### src/rtl/ex_mem_pkg.sv
// ex_mem_pkg: shared widths and the EX/MEM payload record.
// The payload record is stored as one packed word in each skid slot.
package ex_mem_pkg;

    localparam int DATA_W_DEF = 32;
    localparam int REG_W_DEF  = 5;

    typedef struct packed {
        logic [DATA_W_DEF-1:0] alu_result;
        logic [DATA_W_DEF-1:0] store_data;
        logic [REG_W_DEF-1:0]  rd;
        logic                  reg_write;
        logic                  mem_read;
        logic                  mem_write;
        logic                  mem_to_reg;
        logic                  branch;
        logic                  branch_ne;
        logic [DATA_W_DEF-1:0] branch_target;
    } ex_mem_entry_t;

endpackage

### src/rtl/ex_mem_skid_slot.sv
// skid_slot: one valid bit plus one payload register.
//   clk, rst  : clock, asynchronous active-high reset
//   valid_d   : next value of the valid bit (written every cycle)
//   load      : payload load enable; payload holds when low
//   data_d    : payload to capture on load
//   valid_q   : registered valid bit
//   data_q    : registered payload (zero after reset)
module skid_slot
    import ex_mem_pkg::*;
(
    input  logic          clk,
    input  logic          rst,
    input  logic          valid_d,
    input  logic          load,
    input  ex_mem_entry_t data_d,
    output logic          valid_q,
    output ex_mem_entry_t data_q
);

    always_ff @(posedge clk or posedge rst) begin
        if (rst) begin
            valid_q <= 1'b0;
            data_q  <= '0;
        end else begin
            valid_q <= valid_d;
            if (load) begin
                data_q <= data_d;
            end
        end
    end

endmodule

### src/rtl/ex_mem_skid.sv
// ex_mem_skid: two-entry skid buffer / pipeline register between EX and MEM,
// with beq/bne resolution producing a registered one-cycle branch pulse.
//   clk, rst              : clock, asynchronous active-high reset
//   flush                 : synchronous kill of both entries and any accept
//   in_valid / in_ready   : EX-side handshake (in_ready = no skid entry)
//   in_*                  : ALU result, Zero flag, store data, rd, control, branch info
//   out_valid / out_ready : MEM-side handshake
//   out_*                 : registered payload from the main slot
//   branch_taken          : one-cycle pulse after accepting a taken branch
//   branch_pc             : target of the last taken branch
// Optional macro EX_MEM_SKID_FORWARD_EN adds fwd_valid/fwd_rd/fwd_data, a
// combinational bypass view of the main slot for the EX stage.
module ex_mem_skid
    import ex_mem_pkg::*;
#(
    parameter int DATA_W = DATA_W_DEF,
    parameter int REG_W  = REG_W_DEF
) (
    input  logic              clk,
    input  logic              rst,
    input  logic              flush,
    input  logic              in_valid,
    output logic              in_ready,
    input  logic [DATA_W-1:0] in_alu_result,
    input  logic              in_zero,
    input  logic [DATA_W-1:0] in_store_data,
    input  logic [REG_W-1:0]  in_rd,
    input  logic              in_reg_write,
    input  logic              in_mem_read,
    input  logic              in_mem_write,
    input  logic              in_mem_to_reg,
    input  logic              in_branch,
    input  logic              in_branch_ne,
    input  logic [DATA_W-1:0] in_branch_target,
    output logic              out_valid,
    input  logic              out_ready,
    output logic [DATA_W-1:0] out_alu_result,
    output logic [DATA_W-1:0] out_store_data,
    output logic [REG_W-1:0]  out_rd,
    output logic              out_reg_write,
    output logic              out_mem_read,
    output logic              out_mem_write,
    output logic              out_mem_to_reg,
    output logic              branch_taken,
    output logic [DATA_W-1:0] branch_pc
`ifdef EX_MEM_SKID_FORWARD_EN
    ,
    output logic              fwd_valid,
    output logic [REG_W-1:0]  fwd_rd,
    output logic [DATA_W-1:0] fwd_data
`endif
);

    ex_mem_entry_t     in_entry;
    ex_mem_entry_t     main_data_d, main_data_q;
    ex_mem_entry_t     skid_data_q;
    logic              main_valid_d, main_valid_q, main_load;
    logic              skid_valid_d, skid_valid_q, skid_load;
    logic              accept, drain;
    logic              branch_taken_d, branch_taken_q;
    logic [DATA_W-1:0] branch_pc_d, branch_pc_q;

    always_comb begin
        in_entry               = '0;
        in_entry.alu_result    = in_alu_result;
        in_entry.store_data    = in_store_data;
        in_entry.rd            = in_rd;
        in_entry.reg_write     = in_reg_write;
        in_entry.mem_read      = in_mem_read;
        in_entry.mem_write     = in_mem_write;
        in_entry.mem_to_reg    = in_mem_to_reg;
        in_entry.branch        = in_branch;
        in_entry.branch_ne     = in_branch_ne;
        in_entry.branch_target = in_branch_target;
    end

    // in_ready comes straight from the skid valid flop, so EX never sees a
    // combinational path from out_ready.
    assign in_ready = ~skid_valid_q;
    assign accept   = in_valid & in_ready & ~flush;
    assign drain    = main_valid_q & out_ready;

    always_comb begin
        main_valid_d = main_valid_q;
        skid_valid_d = skid_valid_q;
        main_load    = 1'b0;
        skid_load    = 1'b0;
        main_data_d  = in_entry;
        if (flush) begin
            // A drain in this cycle already completed at MEM; just empty both.
            main_valid_d = 1'b0;
            skid_valid_d = 1'b0;
        end else if (drain && skid_valid_q) begin
            main_load    = 1'b1;
            main_data_d  = skid_data_q;
            main_valid_d = 1'b1;
            skid_valid_d = 1'b0;
        end else if (!main_valid_q || drain) begin
            main_load    = accept;
            main_valid_d = accept;
        end else if (accept) begin
            skid_load    = 1'b1;
            skid_valid_d = 1'b1;
        end
    end

    skid_slot u_main (
        .clk     (clk),
        .rst     (rst),
        .valid_d (main_valid_d),
        .load    (main_load),
        .data_d  (main_data_d),
        .valid_q (main_valid_q),
        .data_q  (main_data_q)
    );

    skid_slot u_skid (
        .clk     (clk),
        .rst     (rst),
        .valid_d (skid_valid_d),
        .load    (skid_load),
        .data_d  (in_entry),
        .valid_q (skid_valid_q),
        .data_q  (skid_data_q)
    );

    // Branches resolve on accept only; accept already excludes flush, which
    // keeps the pulse low in the cycle after a flush.
    always_comb begin
        branch_taken_d = accept & in_branch & (in_zero ^ in_branch_ne);
        branch_pc_d    = branch_taken_d ? in_branch_target : branch_pc_q;
    end

    always_ff @(posedge clk or posedge rst) begin
        if (rst) begin
            branch_taken_q <= 1'b0;
            branch_pc_q    <= '0;
        end else begin
            branch_taken_q <= branch_taken_d;
            branch_pc_q    <= branch_pc_d;
        end
    end

    assign out_valid      = main_valid_q;
    assign out_alu_result = main_data_q.alu_result;
    assign out_store_data = main_data_q.store_data;
    assign out_rd         = main_data_q.rd;
    assign out_reg_write  = main_data_q.reg_write;
    assign out_mem_read   = main_data_q.mem_read;
    assign out_mem_write  = main_data_q.mem_write;
    assign out_mem_to_reg = main_data_q.mem_to_reg;
    assign branch_taken   = branch_taken_q;
    assign branch_pc      = branch_pc_q;

    // Branch fields travel with the entry but are consumed at accept time.
    logic unused_branch_fields;
    assign unused_branch_fields = ^{main_data_q.branch, main_data_q.branch_ne,
                                    main_data_q.branch_target};

`ifdef EX_MEM_SKID_FORWARD_EN
    assign fwd_valid = main_valid_q & main_data_q.reg_write & (main_data_q.rd != '0);
    assign fwd_rd    = main_data_q.rd;
    assign fwd_data  = main_data_q.alu_result;
`else
    // No bypass view in this build.
`endif

endmodule

### config.mk
export PLATFORM = sky130hd
export DESIGN_NAME = ex_mem_skid
export DESIGN_NICKNAME = d
export VERILOG_FILES = /design/src/rtl/ex_mem_pkg.sv /design/src/rtl/ex_mem_skid_slot.sv /design/src/rtl/ex_mem_skid.sv
export SDC_FILE = /design/constraint.sdc
export NUM_CORES = 1
export LEC_CHECK = 0
export CORE_ASPECT_RATIO = 0.75
export CORE_UTILIZATION = 40
export DETAILED_ROUTE_END_ITERATION = 8
export GPL_ROUTABILITY_DRIVEN = 0
export PLACE_DENSITY = 0.67
export RECOVER_POWER = 100
export SYNTH_ARGS = -nofsm -noshare
export SYNTH_HDL_FRONTEND = slang
export SYNTH_HIERARCHICAL = 1
export SYNTH_SLANG_ARGS = --single-unit
### constraint.sdc
create_clock -name clk -period 3.4 [get_ports clk]
set_input_delay 0.68 -clock clk [delete_from_list [all_inputs] [get_ports clk]]
set_output_delay 0.68 -clock clk [all_outputs]
set_load 0.02 [all_outputs]
Word-level counts from Yosys, hierarchy flattened
Index checks and enable logic that the tools add are counted.
Widths: inputs -> output; s select.
{"block": "totals", "reg_bits": 215, "inputBits": 113, "out_inout_bits": 108, "elab_cells": 52}
{"block": "op_classes", "eq_ne": 1, "mux": 16, "bitwise": 8, "reduce_logical": 6}
{"cell": "$mux 107", "n": 2}
{"cell": "$mux 1", "n": 14}
{"cell": "$reduce_bool 3->1", "n": 2}
{"cell": "$and 1x1->1", "n": 5}
{"cell": "$ne 3x3->1 const B", "n": 1}
{"cell": "$not 1->1", "n": 2}
{"cell": "$reduce_and 2->1", "n": 1}
{"cell": "$logic_and 1x1->1", "n": 1}
{"cell": "$logic_not 1->1", "n": 1}
{"cell": "$logic_or 1x1->1", "n": 1}
{"cell": "$xor 1x1->1", "n": 1}

Logic depth before layout (Yosys ltp)
{"block": "depth", "word_depth": 7, "mapped_depth": 7, "depth_no_buf": 4}

Hierarchy
Netlist, hierarchy kept.
{"mod": "skid_slot", "n_inst": 2, "cells_per_inst": 228, "area_per_inst_um2": 4115.2, "seq_area_each_um2": 2702.6}
{"mod": "ex_mem_skid", "n_inst": 1, "cells_per_inst": 203, "area_per_inst_um2": 2735.1, "seq_area_each_um2": 825.8}

Worst setup path after synthesis
OpenSTA, ideal clock, no wires.
{"block": "synth_timing", "path_kind": "input-to-reg", "startpoint": "input flush", "endpoint": "register u_main/data_q[100] (netlist bit)", "setup_ps": 125, "arrival_ps": 1990, "required_ps": 3275, "slack_ps": 1285, "stages": 6, "n_path_buf": 3, "path_cell_list": "nand4b_1 clkbuf_1 buf_2 buf_2 mux2_2 mux2_2"}
{"element": "start: declaration", "line": "ex_mem_skid.sv:21", "text": "input logic flush,"}
{"element": "end signal: assignment", "line": "ex_mem_skid_slot.sv:27", "text": "data_q <= data_d;"}
{"element": "end: declaration", "line": "ex_mem_skid_slot.sv:17", "text": "output ex_mem_entry_t data_q"}

Worst setup path in the final report
{"block": "layout_timing", "startpoint": "input out_ready", "endpoint": "register u_main/data_q[46] (netlist bit)"}
{"block": "layout_between", "elab_chain_len": 5, "word_cells_on_any_way": 8, "classes_between": "mux (5); bitwise (1); reduce/logical (2)"}
{"element": "start: declaration", "line": "ex_mem_skid.sv:36", "text": "input logic out_ready,"}
{"element": "$and 1x1->1 (*)", "line": "ex_mem_skid.sv:81", "text": "assign drain = main_valid_q & out_ready;"}
{"element": "$logic_or 1x1->1", "line": "ex_mem_skid.sv:98", "text": "end else if (!main_valid_q || drain) begin"}
{"element": "$mux 1", "line": "ex_mem_skid.sv:98"}
{"element": "$mux 1 (*)", "line": "ex_mem_skid.sv:93", "text": "end else if (drain && skid_valid_q) begin"}
{"element": "$mux 1 (*)", "line": "ex_mem_skid.sv:89", "text": "if (flush) begin"}
{"element": "named net main_load", "line": "ex_mem_skid.sv:57", "text": "logic main_valid_d, main_valid_q, main_load;"}
The timed path passes the listed nets; every way through them passes the cells marked *.
A chain may end at the register's enable or synchronous reset.

==> flow_metrics.env <==
export IMPL_rsz0062_at_grt="false"
export IMPL_whs_path_depth=1
export IMPL_grt_overflow=0
export IMPL_detail_route_vias_per_cell=4.88
export IMPL_grtUsageTotal_pct=18.3
export IMPL_stdcell_area_sq_um=10700
export IMPL_rows=44
export IMPL_violations="DRC, capacitance limit, slew limit"
export IMPL_switchingPower_mw=1.97
export IMPL_dp_hpwl_mm=12.3
export IMPL_worst_pin_slew_ns=1.86
export IMPL_skew_ns=0.00784
export IMPL_hold_end="u_main/data_q[70]$_DFFE_PP0P_"
export IMPL_min_period_ns=2.67
export IMPL_place_worst_setup_slack_ns=0.735
export IMPL_crit_family="buffers and inverters"
export IMPL_yosys_warnings=6
export IMPL_drc=16
export IMPL_final_setup_viol_count=0
export IMPL_cts_tree="done"
export IMPL_core_sq_um=19600
export IMPL_clock_path_buffers=2
export IMPL_grt_max_degree=64
export IMPL_tns_ns=0
export IMPL_worst_r2r_path_depth=5
export IMPL_drtPass1Iterations=8
export IMPL_start_util_pct=41.3
export IMPL_area_delta_synth_final_pct=32.3
export IMPL_pwr_share_clk_pct=29.8
export IMPL_portBuffers=220
export IMPL_arrival_ns=2.98
export IMPL_dp_cells=931
export IMPL_cp_slowest_cell="clkbuf_4"
export IMPL_slew_limit_headroom_pct=-24.2
export IMPL_critPathMaxFanout=55
export IMPL_hp_start="u_main/data_q[70]$_DFFE_PP0P_"
export IMPL_die_h_um=125
export IMPL_cap_violations=2
export IMPL_leakage_nw=4.53
export IMPL_intPower_mw=4.68
export IMPL_crit_required_ns=3.71
export IMPL_via_count=4697
export IMPL_cts_setup_buffers=0
export IMPL_fin_cells=963
export IMPL_fp_dieW_um=166
export IMPL_path_cells="dlygate4sd3_1 > o22ai_1 > a211oi_1 > clkbuf_4 > mux2_2"
export IMPL_drt_wl_total_mm=18.1
export IMPL_rr_startpoint="u_main/valid_q$_DFF_PP0_"
export IMPL_cts_resized=0
export IMPL_comb_power_share_pct=25.6
export IMPL_powerDensity_nw_per_um2=622
export IMPL_grt_pass1_vias=5277
export IMPL_status="finished with violations"
export IMPL_ctsHoldBuffers=0
export IMPL_syn_inst=483
export IMPL_crit_path_start_kind="input pin"
export IMPL_nNetsFinal=810
export IMPL_antenna_found_initial=0
export IMPL_r2r_slack_ns=1.05
export IMPL_fin_ws_ns=0.727
export IMPL_grt_pass1_wl_mm=29.4
export IMPL_timing_rr_end="u_main/data_q[46]$_DFFE_PP0P_"
export IMPL_hold_viol_final=0
export IMPL_cts_made_buffers=17
export IMPL_end_kind="flip-flop"
export IMPL_clk_pin_slew_ns=0.07
export IMPL_swShare_pct=29.7
export IMPL_io_pins=221
export IMPL_irDropWorstVdd_v=0.000331
export IMPL_drtIter0Drc=157
export IMPL_wl_per_cell_um=18.8
export IMPL_diodes=0
export IMPL_clkSinkCount=181
export IMPL_cp_buffers_inverters=2
export IMPL_finalCritPeriodShare_pct=78.6
export IMPL_critical_path_class="input pin to flip-flop"
export IMPL_ant_nets=0
export IMPL_die_area_sq_um=20800
export IMPL_syn_area_sq_um=8090
export IMPL_avgSynthCellArea_sq_um=16.7
export IMPL_htreeDepth=4
export IMPL_seqPwrFrac_pct=44.6
export IMPL_drive_gt1_share_pct=29.3
export IMPL_finalMaxSlewViolations=76
export IMPL_cts_root_buffer="clkbuf_16"
export IMPL_hold_class="flip-flop to flip-flop"
export IMPL_clkLatencyLatePin_ns=0.42
export IMPL_fmax_mhz=374
export IMPL_cpPeakStageDelay_ns=0.76
export IMPL_dpl_cell_area_sq_um=10500
export IMPL_syn_num_nets=596
==> placed cells by master (no fill, tap or decap), drive strengths merged <==
master / n
mux2: 251
dfrtp: 181
dlygate4sd3: 111
clkdlybuf4s50: 109
clkbuf: 22
inv: 12
buf: 6
clkinvlp: 4
a21oi: 2
a211oi: 2
clkinv: 2
xnor2: 1
nand2b: 1
or4b: 1
nand4b: 1
a21o: 1
nor4: 1
o22ai: 1
bufinv: 1
==> stage by stage <==
step	util [%]	power [mW]	hold slack [ns]
detailed placement	53.4	5.09	0.491
floorplan	-	4.13	0.477
finish	54.6	6.65	0.481
global placement	53.4	5.02	0.485
global route	54.6	6.99	0.501
CTS	56.4	7.12	0.509
==> state kept, by name, summed over array words and instances, names as in the netlist <==
register        cells
branch_taken        1
u_main/valid_q      1
u_skid/data_q      73
branch_pc          32
u_main/data_q      73
u_skid/valid_q      1
==> power by group through the flow <==
stage	Combinational (mW)	Clock (mW)	Sequential, mW
after floorplan	0.793	0	3.34
after global placement	2.01	0	3.00
after detailed placement	2.06	0	3.03
after CTS	2.07	2.05	3.00
after global routing	1.81	2.13	3.05
final	1.70	1.98	2.97
==> metal layers <==
metal / GRT usage, % / routed length (um) / vias up
li1: - / - / 2146
met1: 23.8 / 7950 / 2397
met4: 4.95 / 252 / 0
met2: 29.6 / 8700 / 137
met5: 0 / 0 / -
met3: 5.67 / 1210 / 17
==> worst max path at each step <==
stage	startpoint	to	slack [ns]	cells past startpoint
2_1_floorplan	rst	u_main/data_q[100]$_DFFE_PP0P_	0.84	1
3_5_place_dp	flush	u_main/data_q[58]$_DFFE_PP0P_	0.73	5
5_1_grt	rst	u_main/data_q[97]$_DFFE_PP0P_	0.54	2
3_3_place_gp	flush	u_main/data_q[38]$_DFFE_PP0P_	0.78	5
6_report	out_ready	u_main/data_q[46]$_DFFE_PP0P_	0.73	5
4_1_cts	u_skid/valid_q$_DFF_PP0_	in_ready	1.08	2
==> worst register-to-register path: cells and delay by family (launching register included) <==
kind / cells / cell delay (ns)
buf+inv: 2 / 0.91
mux: 1 / 0.47
flops: 1 / 0.44
compound gates: 2 / 0.41
==> final cells by class <==
class	count	area, sq um
clock buffer	19	453
inverter	6	23.8
multi-input combinational	262	2930
clock inverter	13	138
sequential	181	4530
fill	1624	8900
timing repair buffer	229	2310
tap	253	317
No activity file was read; power rests on OpenSTA's default activity.
